### src/rtl/i2s_tx.sv
// I2S master transmitter: derives scki/bck/lrck from clk and serializes one 24-bit stereo frame per lrck period.
// Define I2S_TX_LJ_EN for left-justified output (no delay slot, lrck high on the left half).
module i2s_tx #(
  parameter int WIDTH = 24
) (
  input  logic             clk,
  input  logic             reset,
  input  logic [WIDTH-1:0] left,
  input  logic [WIDTH-1:0] right,
  input  logic             sample_valid,
  output logic             sample_ready,
  input  logic             clear_underrun,
  output logic             scki,
  output logic             bck,
  output logic             lrck,
  output logic             sdout,
  output logic             frame_start,
  output logic             underrun
);

  logic [7:0]       r_p;
  logic [WIDTH-1:0] r_bufL;
  logic [WIDTH-1:0] r_bufR;
  logic             r_bufFull;
  logic [WIDTH-1:0] r_actL;
  logic [WIDTH-1:0] r_actR;
  logic             r_sdout;
  logic             r_frameStart;
  logic             r_underrun;

  logic             w_boundary;
  logic             w_accept;
  logic             w_load;
  logic [5:0]       w_nextUpper;
  logic [4:0]       w_nextSlot;
  logic             w_nextHalf;
  logic [WIDTH-1:0] w_srcL;
  logic [WIDTH-1:0] w_srcR;
  logic [WIDTH-1:0] w_word;
  logic             w_bit;

  assign w_boundary   = (r_p == 8'd255);
  assign sample_ready = ~r_bufFull & ~reset;
  assign w_accept     = sample_valid & sample_ready;
  assign w_load       = w_boundary & r_bufFull;

  // sdout is only updated when p[1:0] == 3, so the slot it will carry is that of p+1.
  assign w_nextUpper = r_p[7:2] + 6'd1;
  assign w_nextSlot  = w_nextUpper[4:0];
  assign w_nextHalf  = w_nextUpper[5];
  assign w_srcL      = w_load ? r_bufL : r_actL;
  assign w_srcR      = w_load ? r_bufR : r_actR;
  assign w_word      = w_nextHalf ? w_srcR : w_srcL;

  always_comb begin
    w_bit = 1'b0;
    for (int i = 0; i < WIDTH; i++) begin
`ifdef I2S_TX_LJ_EN
      if (w_nextSlot == 5'(WIDTH - 1 - i)) w_bit = w_word[i];
`else
      if (w_nextSlot == 5'(WIDTH - i)) w_bit = w_word[i];
`endif
    end
  end

  always_ff @(posedge clk or posedge reset) begin
    if (reset) begin
      r_p          <= 8'd0;
      r_frameStart <= 1'b0;
      r_sdout      <= 1'b0;
    end else begin
      r_p          <= r_p + 8'd1;
      r_frameStart <= w_boundary;
      if (r_p[1:0] == 2'b11) r_sdout <= w_bit;
    end
  end

  // A frame accepted on the boundary edge lands in the buffer, so that boundary still counts as empty.
  always_ff @(posedge clk or posedge reset) begin
    if (reset) begin
      r_bufL    <= '0;
      r_bufR    <= '0;
      r_bufFull <= 1'b0;
      r_actL    <= '0;
      r_actR    <= '0;
    end else begin
      if (w_load) begin
        r_actL <= r_bufL;
        r_actR <= r_bufR;
      end
      if (w_accept) begin
        r_bufL <= left;
        r_bufR <= right;
      end
      r_bufFull <= w_accept | (r_bufFull & ~w_boundary);
    end
  end

  always_ff @(posedge clk or posedge reset) begin
    if (reset) begin
      r_underrun <= 1'b0;
    end else if (w_boundary && !r_bufFull) begin
      r_underrun <= 1'b1;
    end else if (clear_underrun) begin
      r_underrun <= 1'b0;
    end
  end

  assign scki        = clk;
  assign bck         = r_p[1];
`ifdef I2S_TX_LJ_EN
  assign lrck        = ~r_p[7];
`else
  assign lrck        = r_p[7];
`endif
  assign sdout       = r_sdout;
  assign frame_start = r_frameStart;
  assign underrun    = r_underrun;

endmodule
### config.mk
export PLATFORM = sky130hd
export DESIGN_NAME = i2s_tx
export DESIGN_NICKNAME = d
export VERILOG_FILES = /design/src/rtl/i2s_tx.sv
export SDC_FILE = /design/constraint.sdc
export NUM_CORES = 1
export LEC_CHECK = 0
export CAP_MARGIN = 20
export CELL_PAD_IN_SITES_DETAIL_PLACEMENT = 1
export CELL_PAD_IN_SITES_GLOBAL_PLACEMENT = 2
export CORE_MARGIN = 1
export CORE_UTILIZATION = 38
export CTS_BUF_LIST = sky130_fd_sc_hd__clkbuf_16
export CTS_CLUSTER_SIZE = 10
export DETAILED_ROUTE_END_ITERATION = 16
export GPL_TIMING_DRIVEN = 0
export PLACE_DENSITY = 0.84
export SETUP_SLACK_MARGIN = 0.02
export SLEW_MARGIN = 10
export SYNTH_ARGS = -nofsm -noshare
export SYNTH_HDL_FRONTEND = slang
export SYNTH_SLANG_ARGS = --single-unit
### constraint.sdc
create_clock -name clk -period 3.5 [get_ports clk]
set_input_delay 0.35 -clock clk [delete_from_list [all_inputs] [get_ports clk]]
set_output_delay 0.35 -clock clk [all_outputs]
set_load 0.01 [all_outputs]
; ---- After elaboration in Yosys (flattened, before gate mapping)
; Cells that the tools add are included.
; W data, S select, Z words.
[totals]
regBits = 108
input_bits = 52
out_inout_bits = 7
elab_cells = 77
[op_classes]
n_addsub = 2
eq_ne = 26
n_mux = 29
bitwise = 8
reduce_logical = 3
[ops]
columns = operator, n
row1 = $mux W24, 3
row2 = $eq A5 B5 Y1 const B, 9
row3 = $eq A5 B4 Y1 const B, 8
row4 = $mux W1, 26
row5 = $eq A5 B3 Y1 const B, 4
row6 = $eq A5 B2 Y1 const B, 2
row7 = $add A8 B1 Y8 const B, 1
row8 = $eq A8 B8 Y1 const B, 1
row9 = $add A6 B1 Y6 const B, 1
row10 = $eq A5 B1 Y1 const B, 1
row11 = $and A1 B1 Y1, 4
row12 = $not A1 Y1, 3
row13 = $eq A2 B2 Y1 const B, 1
row14 = $reduce_bool A2 Y1, 1
row15 = $logic_and A1 B1 Y1, 1
row16 = $logic_not A1 Y1, 1
row17 = $or A1 B1 Y1, 1

; ---- Longest topological paths before layout
; Gate-level depths: netlist (run 1).
[logic_depth]
depth_word = 28
mapped_depth = 11
ltp_nobuf = 8

==> results.py, run 1 <==
metrics = {
    "clock_tree": {
        "clkLatencyLatePin_ps": 460,
        "cts_setup_buffers": 0,
        "cts_hold_buf": 0,
        "cts_tree": "done",
        "cts.clk_slew.worst_paths_ps": 70,
    },
    "synthesis": {
        "ys_ff_latch": 108,
        "synth_edf_count": 0,
        "syn_area_mm2": 0.004608,
        "syn_nets": 393,
        "synthCells": 340,
        "async_reset_ff_frac": 1.000,
        "synth.area.top_cells": "dfrtp_1 (59%), mux2_2 (21%), nand2_1 (1.9%)",
        "synth_top_area_cell": "dfrtp_1",
        "seq_area_frac_synth": 0.5865,
        "synth_top_cell_area_share": 0.5865,
        "syn-mean-instance-area_um2": 13.55,
        "synth_warnings": 0,
        "synth_cell_types": 48,
        "ys.flop_type": "dfrtp_1",
    },
    "final_layout": {
        "nFillCells": 1181,
        "fin_area_mm2": 0.005752,
        "area_growth_pct": 24.82,
        "fin_nets": 466,
        "diodes": 0,
        "instances_no_fill": 561,
        "drive_above_1_share": 0.2847,
    },
    "critical_path": {
        "crit_type": "register to register",
        "required_ps": 3840,
        "worst-path-buf-inv": 3,
        "critPathMaxFanout": 10,
        "crit_family": "simple AND/OR/NAND/NOR gates",
        "arrival_ps": 3620,
        "cp-end-kind": "register",
        "cpMostUsedCell": "buf_2",
        "critPathMaxStageDelay_ps": 540,
        "reg2regPathDepth": 9,
        "slowest_stage": "or4_1",
        "path_cells": "buf_2 > inv_1 > or3_1 > nand2_1 > buf_2 > mux2i_1 > a31oi_1 > or4_1 > o32a_1",
        "worst_setup_path_start_kind": "register",
        "cp.depth": 9,
    },
    "global_route": {
        "grt_max_degree": 68,
        "antenna_found_initial": 0,
        "gr-total-overflow": 0,
        "grt_pass1_wl_um": 17730,
        "track_usage": 0.1848,
        "grt_pass1_vias": 3395,
    },
    "floorplanning": {
        "fp.coreArea_mm2": 0.01161,
        "num_rows": 39,
        "die_x_um": 112.1,
        "ios": 59,
        "die_h_um": 112.1,
        "initial_core_util": 0.3968,
        "dieArea_mm2": 0.01257,
    },
    "placed_design": {
        "dp_hpwl_um": 7335,
        "postPlaceCellArea_mm2": 0.005400,
        "dpl.cell_count": 542,
        "place_congestion": 0.8364,
        "portBuffers": 58,
    },
    "sta": {
        "timing.hold.ws_ps": 307.2,
        "worst_slew_pin_slew_ps": 927.3,
        "fin_crit_sh": 0.9377,
        "final-setup-viol-count": 0,
        "layout_min_cycle_time_ps": 3282,
        "max-slew-margin-rel": 0.3795,
        "slew_viol_final": 0,
        "skew_ps": 7.671,
        "fmax_ghz": 0.3047,
        "hold_violations": 0,
        "rsz0062_at_grt": "false",
    },
    "route": {
        "antenna_left": 0,
        "drt-wirelength-per-cell_um": 18.56,
        "wl_um": 10410,
        "first_pass_iters": 10,
        "vias_per_cell": 5.289,
        "vias": 2967,
        "drc": 6,
        "drtIter0Drc": 132,
    },
    "outcome": {
        "violations": "design-rule violations",
        "status": "finished, violations left",
    },
    "power_and_ir_drop": {
        "power_leakage_uw": 0.002592,
        "p_per_area_mw_per_mm2": 563.2,
        "irDropWorstVdd_uv": 552.1,
        "p_total_uw": 3240,
    },
    "hold_path": {
        "hold_class": "input pin to asynchronous set/reset pin",
    },
    "run": {
        "maxCapViolCount": 0,
    },
}
cell usage in the layout, fill, tap and decap left out, types with 4 or more instances in the layout:
| cell | n |
|---|---|
| dfrtp_1 | 108 |
| mux2_2 | 87 |
| clkdlybuf4s50_1 | 58 |
| nand2_1 | 23 |
| clkbuf_16 | 12 |
| nor2_1 | 11 |
| clkbuf_1 | 10 |
| nand3_1 | 10 |
| inv_1 | 6 |
| mux2i_1 | 6 |
| xnor2_1 | 5 |
| and3_1 | 5 |
| buf_1 | 4 |
| nand4_1 | 4 |
| inv_6 | 4 |
| nor3_1 | 4 |
where the power goes:
part	total, uW	internal, uW	switching (uW)
clock	1160	666	499
sequential	1690	1530	157
combinational	387	271	116
kinds of logic after synthesis:
logic type	Yosys count	share of synthesized area
flip-flops	108	0.5865
multiplexers	99	0.2509
AND/OR/NAND/NOR	71	0.07738
AO/OA/AOI/OAI	28	0.04588
buffers and inverters	27	0.02525
XOR/XNOR	6	0.01140
adder cells (fa/ha/maj)	1	0.002715
state kept, by name (all words and copies together), names as in the netlist:
| signal | count |
|---|---|
| frame_start | 1 |
| r_actL | 24 |
| r_actR | 24 |
| r_bufFull | 1 |
| r_bufL | 24 |
| r_bufR | 24 |
| r_p | 8 |
| sdout | 1 |
| underrun | 1 |
final timing paths:
check,startpoint,to,slack [ps]
max,r_p[6],sdout,220
min,reset,r_actR[4],310
max reg2reg,r_p[6],sdout,220
min reg2reg,r_bufR[20],r_actR[20],480
max in group asynchronous,reset,r_actR[13],2550
min in group clk,r_bufR[20],r_actR[20],480
synth_stat cells, drive strengths merged, types with 3 or more instances:
library cell and n:
buf 10, nor2 11, and3 5, xnor2 5, o21ai 4, clkbuf 10
nand4 5, a32oi 3, nand3 10, nand2 23, mux2i 6, inv 7
nor3 4, or4 3, mux4 3, and2 3, dfrtp 108, mux2 90
per-stage QoR:
step                TNS [ps]  utilization  setup WS [ps]
global placement     -129660       0.4622          -1207
finish                     0       0.4953          218.0
floorplan                  0            -          304.4
CTS                        0       0.4952          119.4
detailed placement         0       0.4650          141.0
global route               0       0.4953          106.8
worst reg2reg max path, delay by kind of cell (launching register included):
kind                   cells  cell delay (ps)
AND/OR/NAND/NOR            3             1310
buffers and inverters      3              690
AO/OA/AOI/OAI              2              510
flip-flops                 1              340
multiplexers               1              310
metal layers:
layer  wire length, um  global-route usage  vias up
met1              4756              0.2404     1528
li1                  -                   -     1365
met4               107             0.06578        0
met5                 0                   0        -
met3               427             0.03996        8
met2              5121              0.3060       66
final cells by class:
cell class	instances	area, um2	share of cell area
Inverter	7	31.28	0.005438
Multi-Input combinational cell	205	1789	0.3111
Sequential cell	108	2703	0.4699
Buffer	20	91.34	0.01588
Clock inverter	7	50.05	0.008701
Clock buffer	13	310.3	0.05395
Tap cell	143	178.9	0.03111
Timing Repair Buffer	58	598.1	0.1040
what timing repair did:
action / in CTS / in global routing
endpoints found under the hold margin: 0 / 0
endpoints found under the setup margin: 0 / 1
gates resized for setup: 0 / 1
(Power assumes the default switching activity.)
==> run 2, diff against run 1 <==
--- a/config.mk
+++ b/config.mk
@@ -11,11 +11,13 @@
 export CORE_MARGIN = 1
 export CORE_UTILIZATION = 38
 export CTS_BUF_LIST = sky130_fd_sc_hd__clkbuf_16
+export CTS_CLUSTER_DIAMETER = 30
 export CTS_CLUSTER_SIZE = 10
 export DETAILED_ROUTE_END_ITERATION = 16
 export GPL_TIMING_DRIVEN = 0
 export PLACE_DENSITY = 0.84
-export SETUP_SLACK_MARGIN = 0.02
+export RECOVER_POWER = 50
+export SETUP_SLACK_MARGIN = 0.1
 export SLEW_MARGIN = 10
 export SYNTH_ARGS = -nofsm -noshare
 export SYNTH_HDL_FRONTEND = slang
==> run 2 against run 1 <==
The flow finishes with violations (design-rule violations, max-capacitance violations, max-slew violations). Via count fell by 0.24%. Final area barely moved. Non-clock buffer count did not move. Sequential power barely moved. Largest cell class unchanged. Highest routed layer unchanged. Clock-buffer cell count did not move. Critical endpoint unchanged.
==> results.py, run 2 (synthesis results as in run 1) <==
metrics = {
    "outcome": {
        "status": "finished, violations left",
        "violations": "design-rule violations, max-capacitance violations, max-slew violations",
    },
    "final_layout": {
        "seqCellArea_mm2": 0.002703,
        "final_common_cell": "dfrtp_1",
        "nFillCells": 1181,
        "area_growth_pct": 24.74,
        "instances_no_fill": 561,
        "fin_nets": 466,
        "multi_input_area_mm2": 0.001789,
        "layout_common_cells": "dfrtp_1 (108), mux2_2 (87), clkdlybuf4s50_1 (57)",
        "diodes": 0,
        "drive_above_1_share": 0.2847,
    },
    "sta": {
        "max-slew-margin-rel": -0.2878,
        "fin_crit_sh": 0.9317,
        "worst_slew_pin_slew_ps": 1921,
        "worst_slack_ps": 239.0,
        "skew_ps": 7.534,
        "final-setup-viol-count": 0,
        "layout_min_cycle_time_ps": 3261,
        "rsz0062_at_grt": "false",
        "slew_viol_final": 42,
        "finalSetupTns_ps": 0,
        "fmax_ghz": 0.3067,
        "hold_violations": 0,
    },
    "clock_tree": {
        "clkLatencyLatePin_ps": 460,
        "cts.clk_slew.worst_paths_ps": 70,
        "cts_tree": "done",
        "cts_setup_buffers": 0,
    },
    "global_route": {
        "grt_max_degree": 68,
        "antenna_found_initial": 0,
        "grt_pass1_vias": 3395,
        "grt_pass1_wl_um": 17730,
        "track_usage": 0.1848,
        "gr-total-overflow": 0,
    },
    "route": {
        "wl_um": 10460,
        "vias": 2960,
        "vias_per_cell": 5.276,
        "drc": 6,
        "drtIter0Drc": 143,
        "drt-wirelength-per-cell_um": 18.65,
        "antenna_left": 0,
        "first_pass_iters": 10,
    },
    "floorplanning": {
        "die_x_um": 112.1,
        "fp.coreArea_mm2": 0.01161,
        "dieArea_mm2": 0.01257,
        "num_rows": 39,
        "initial_core_util": 0.3968,
        "ios": 59,
        "die_h_um": 112.1,
    },
    "critical_path": {
        "r2r_start": "r_p[6]",
        "crit_type": "register to register",
        "cpMostUsedCell": "buf_2",
        "required_ps": 3840,
        "crit_family": "simple AND/OR/NAND/NOR gates",
        "path_cells": "buf_2 > inv_1 > or3_1 > nand2_1 > buf_2 > mux2i_1 > a31oi_1 > or4_1 > o32a_1",
        "worst-path-buf-inv": 3,
        "critPathMaxFanout": 10,
        "arrival_ps": 3600,
        "cp-end-kind": "register",
        "setup.worst_path.start": "r_p[6]",
        "ff2ff_setup_slack_ps": 240,
        "slowest_stage": "or4_1",
        "critPathMaxStageDelay_ps": 540,
        "worst_setup_path_start_kind": "register",
    },
    "placed_design": {
        "dpl.cell_count": 542,
        "dp_hpwl_um": 7335,
        "place_congestion": 0.8364,
        "place_ws_ps": 141.0,
        "portBuffers": 58,
    },
    "hold_path": {
        "hp-start": "r_bufR[20]",
        "hold_class": "register to register",
    },
    "run": {
        "maxCapViolCount": 1,
    },
    "power_and_ir_drop": {
        "power_leakage_uw": 0.002588,
        "irDropWorstVdd_uv": 552.1,
        "p_per_area_mw_per_mm2": 563.5,
    },
}
## run 2: cell count changes in the layout (fill, tap and decap cells not counted), sizes merged
cell and change:
clkinvlp +1, dlygate4sd3 +1, inv -1, clkdlybuf4s50 -1
## run 2: path summary, 6_finish.rpt
| kind | end | depth (start not counted) |
|---|---|---|
| setup / recovery | sdout | 9 |
| hold / removal | r_actR[20] | 2 |
| setup reg to reg | sdout | 9 |
| hold reg to reg | r_actR[20] | 2 |
| max in group asynchronous | r_actR[17] | 3 |
| min in group asynchronous | r_bufL[4] | 2 |
## run 2: layout make-up
class / instances / area share
Sequential cell: 108 / 0.4702
Multi-Input combinational cell: 205 / 0.3113
Timing Repair Buffer: 58 / 0.1040
Clock buffer: 13 / 0.05398
Tap cell: 143 / 0.03113
Buffer: 20 / 0.01589
Clock inverter: 7 / 0.008707
Inverter: 7 / 0.004789
## run 2: worst reg2reg max path: cells and delay by family, from the launching register on
| kind | cells | cell delay (ps) |
|---|---|---|
| and+or+nand+nor | 3 | 1300 |
| buffers and inverters | 3 | 700 |
| AOI/OAI and AO/OA | 2 | 500 |
| DFF | 1 | 340 |
| muxes | 1 | 310 |
## run 2: layer usage
layer,GRT usage,share of wire
met2,0.3060,0.49
met4,0.06578,0.0080
met1,0.2404,0.46
met3,0.03996,0.041
met5,0,0
## run 2: power breakdown
part	switching [uW]	total [uW]	internal, uW
logic	116	387	271
clock network	498	1160	666
registers	157	1690	1530
## run 2: timing repair
| action | CTS | global route |
|---|---|---|
| resized for setup | 0 | 1 |
| setup endpoints to repair | 0 | 1 |
| hold buffers | 0 | 0 |
## run 2: metrics by stage
stage                     hold slack (ps)  cell area (um2)  power (uW)    util
after floorplan                     434.8             4608        1957       -
after global placement              457.2             5368        2111  0.4622
after detailed placement            465.0             5400        2160  0.4650
after CTS                           329.4             5751        3293  0.4952
after global routing                476.7             5748        3404  0.4949
final                               475.7             5748        3239  0.4949
==> run 3, diff against run 2 <==
--- a/config.mk
+++ b/config.mk
@@ -10,7 +10,6 @@
 export CELL_PAD_IN_SITES_GLOBAL_PLACEMENT = 2
 export CORE_MARGIN = 1
 export CORE_UTILIZATION = 38
-export CTS_BUF_LIST = sky130_fd_sc_hd__clkbuf_16
 export CTS_CLUSTER_DIAMETER = 30
 export CTS_CLUSTER_SIZE = 10
 export DETAILED_ROUTE_END_ITERATION = 16
==> constraint.sdc (replaced) <==
create_clock -name clk -period 3.4 [get_ports clk]
set_input_delay 0.34 -clock clk [delete_from_list [all_inputs] [get_ports clk]]
set_output_delay 0.34 -clock clk [all_outputs]
set_load 0.01 [all_outputs]
==> run 3 against run 2 <==
Utilization rose by 0.054 points. Largest power group unchanged. Clock-buffer cell count grew 2. Highest routed layer unchanged. The flow still finishes with violations (design-rule violations, max-capacitance violations, max-slew violations). Wire length about the same. Cell count stayed put. Largest cell class unchanged.
==> results.py, run 3 (synthesis results as in run 1) <==
metrics = {
    "sta": {
        "worst_slack_ps": 274.2,
        "hold_violations": 0,
        "fin_crit_sh": 0.9193,
        "worst_slew_pin_slew_ps": 1812,
        "layout_min_cycle_time_ps": 3126,
        "slew_viol_final": 43,
        "skew_ps": 8.344,
        "rsz0062_at_grt": "false",
        "fmax_ghz": 0.3199,
        "timing.hold.ws_ps": 466.2,
        "max-slew-margin-rel": -0.2147,
        "final-setup-viol-count": 0,
        "finalSetupTns_ps": 0,
    },
    "power_and_ir_drop": {
        "p_total_uw": 3381,
        "irDropWorstVdd_uv": 568.7,
        "power_leakage_uw": 0.002593,
        "p_per_area_mw_per_mm2": 587.5,
    },
    "route": {
        "drtIter0Drc": 158,
        "drc": 6,
        "drt-wirelength-per-cell_um": 18.63,
        "antenna_left": 0,
        "vias": 2994,
        "wl_um": 10450,
        "vias_per_cell": 5.337,
        "first_pass_iters": 10,
    },
    "final_layout": {
        "drive_above_1_share": 0.2943,
        "diodes": 0,
        "area_growth_pct": 24.87,
        "instances_no_fill": 561,
        "final_common_cell": "dfrtp_1",
        "fin_nets": 466,
        "nFillCells": 1180,
        "layout_common_cells": "dfrtp_1 (108), mux2_2 (87), clkdlybuf4s50_1 (57)",
    },
    "floorplanning": {
        "die_x_um": 112.1,
        "ios": 59,
        "initial_core_util": 0.3968,
        "fp.coreArea_mm2": 0.01161,
        "dieArea_mm2": 0.01257,
        "num_rows": 39,
        "die_h_um": 112.1,
    },
    "critical_path": {
        "cp-end-kind": "register",
        "slowest_stage": "or4_1",
        "arrival_ps": 3470,
        "path_cells": "buf_2 > inv_1 > or3_1 > nand2_2 > clkbuf_4 > mux2i_1 > a31oi_1 > or4_1 > o32a_1",
        "critPathMaxStageDelay_ps": 540,
        "worst-path-buf-inv": 3,
        "worst_setup_path_start_kind": "register",
        "required_ps": 3740,
        "critPathMaxFanout": 10,
        "crit_type": "register to register",
        "crit_family": "simple AND/OR/NAND/NOR gates",
    },
    "global_route": {
        "track_usage": 0.1850,
        "grt_max_degree": 68,
        "grt_pass1_wl_um": 17740,
        "grt_pass1_vias": 3401,
        "antenna_found_initial": 0,
        "gr-total-overflow": 0,
    },
    "clock_tree": {
        "clkLatencyLatePin_ps": 460,
        "cts_setup_buffers": 0,
        "cts_tree": "done",
        "cts.clk_slew.worst_paths_ps": 70,
    },
    "outcome": {
        "status": "finished, violations left",
        "violations": "design-rule violations, max-capacitance violations, max-slew violations",
    },
    "placed_design": {
        "portBuffers": 58,
        "place_ws_ps": 41.01,
        "dpl.cell_count": 542,
        "place_congestion": 0.8364,
        "dp_hpwl_um": 7335,
    },
    "hold_path": {
        "hold_class": "input pin to register",
    },
    "run": {
        "maxCapViolCount": 1,
    },
}
==> run 3: area by class of cell <==
class                      count  area [um2]  share of cell area
buffer                        20       95.09             0.01653
timing repair buffer          58       578.1              0.1005
tap                          143       178.9             0.03109
multi-input combinational    205        1792              0.3114
sequential                   108        2703              0.4697
clock inverter                 5       42.54            0.007393
inverter                       7       27.53            0.004784
clock buffer                  15       337.8             0.05871
==> run 3: through the flow <==
| stage | utilization | instance area [um2] |
|---|---|---|
| floorplan | - | 4608 |
| detailed placement | 0.4650 | 5400 |
| finish | 0.4955 | 5754 |
| global route | 0.4955 | 5754 |
| CTS | 0.4970 | 5772 |
| global placement | 0.4622 | 5368 |
==> run 3: timing repair <==
item	4_1_cts	5_1_grt
hold buffers	0	0
resized for setup	1	4
endpoints found under the setup margin	1	1
==> run 3: worst paths after layout <==
path	startpoint	end	slack, ps	cells after the start
max reg2reg	r_p[6]	sdout	270	9
min	clear_underrun	underrun	470	2
max	r_p[6]	sdout	270	9
min in group asynchronous	reset	r_bufL[4]	820	2
max in group asynchronous	reset	r_actR[17]	880	3
min reg2reg	r_bufR[20]	r_actR[20]	470	2
==> run 3: metal layers <==
metal | GRT usage | share of wire
met2 | 0.3060 | 0.48
met3 | 0.03996 | 0.044
met1 | 0.2410 | 0.46
met5 | 0 | 0
met4 | 0.06578 | 0.014
==> run 3: power by group <==
group | switching [uW] | total (uW) | internal [uW]
registers | 162 | 1740 | 1580
logic | 119 | 395 | 276
clock network | 517 | 1250 | 730
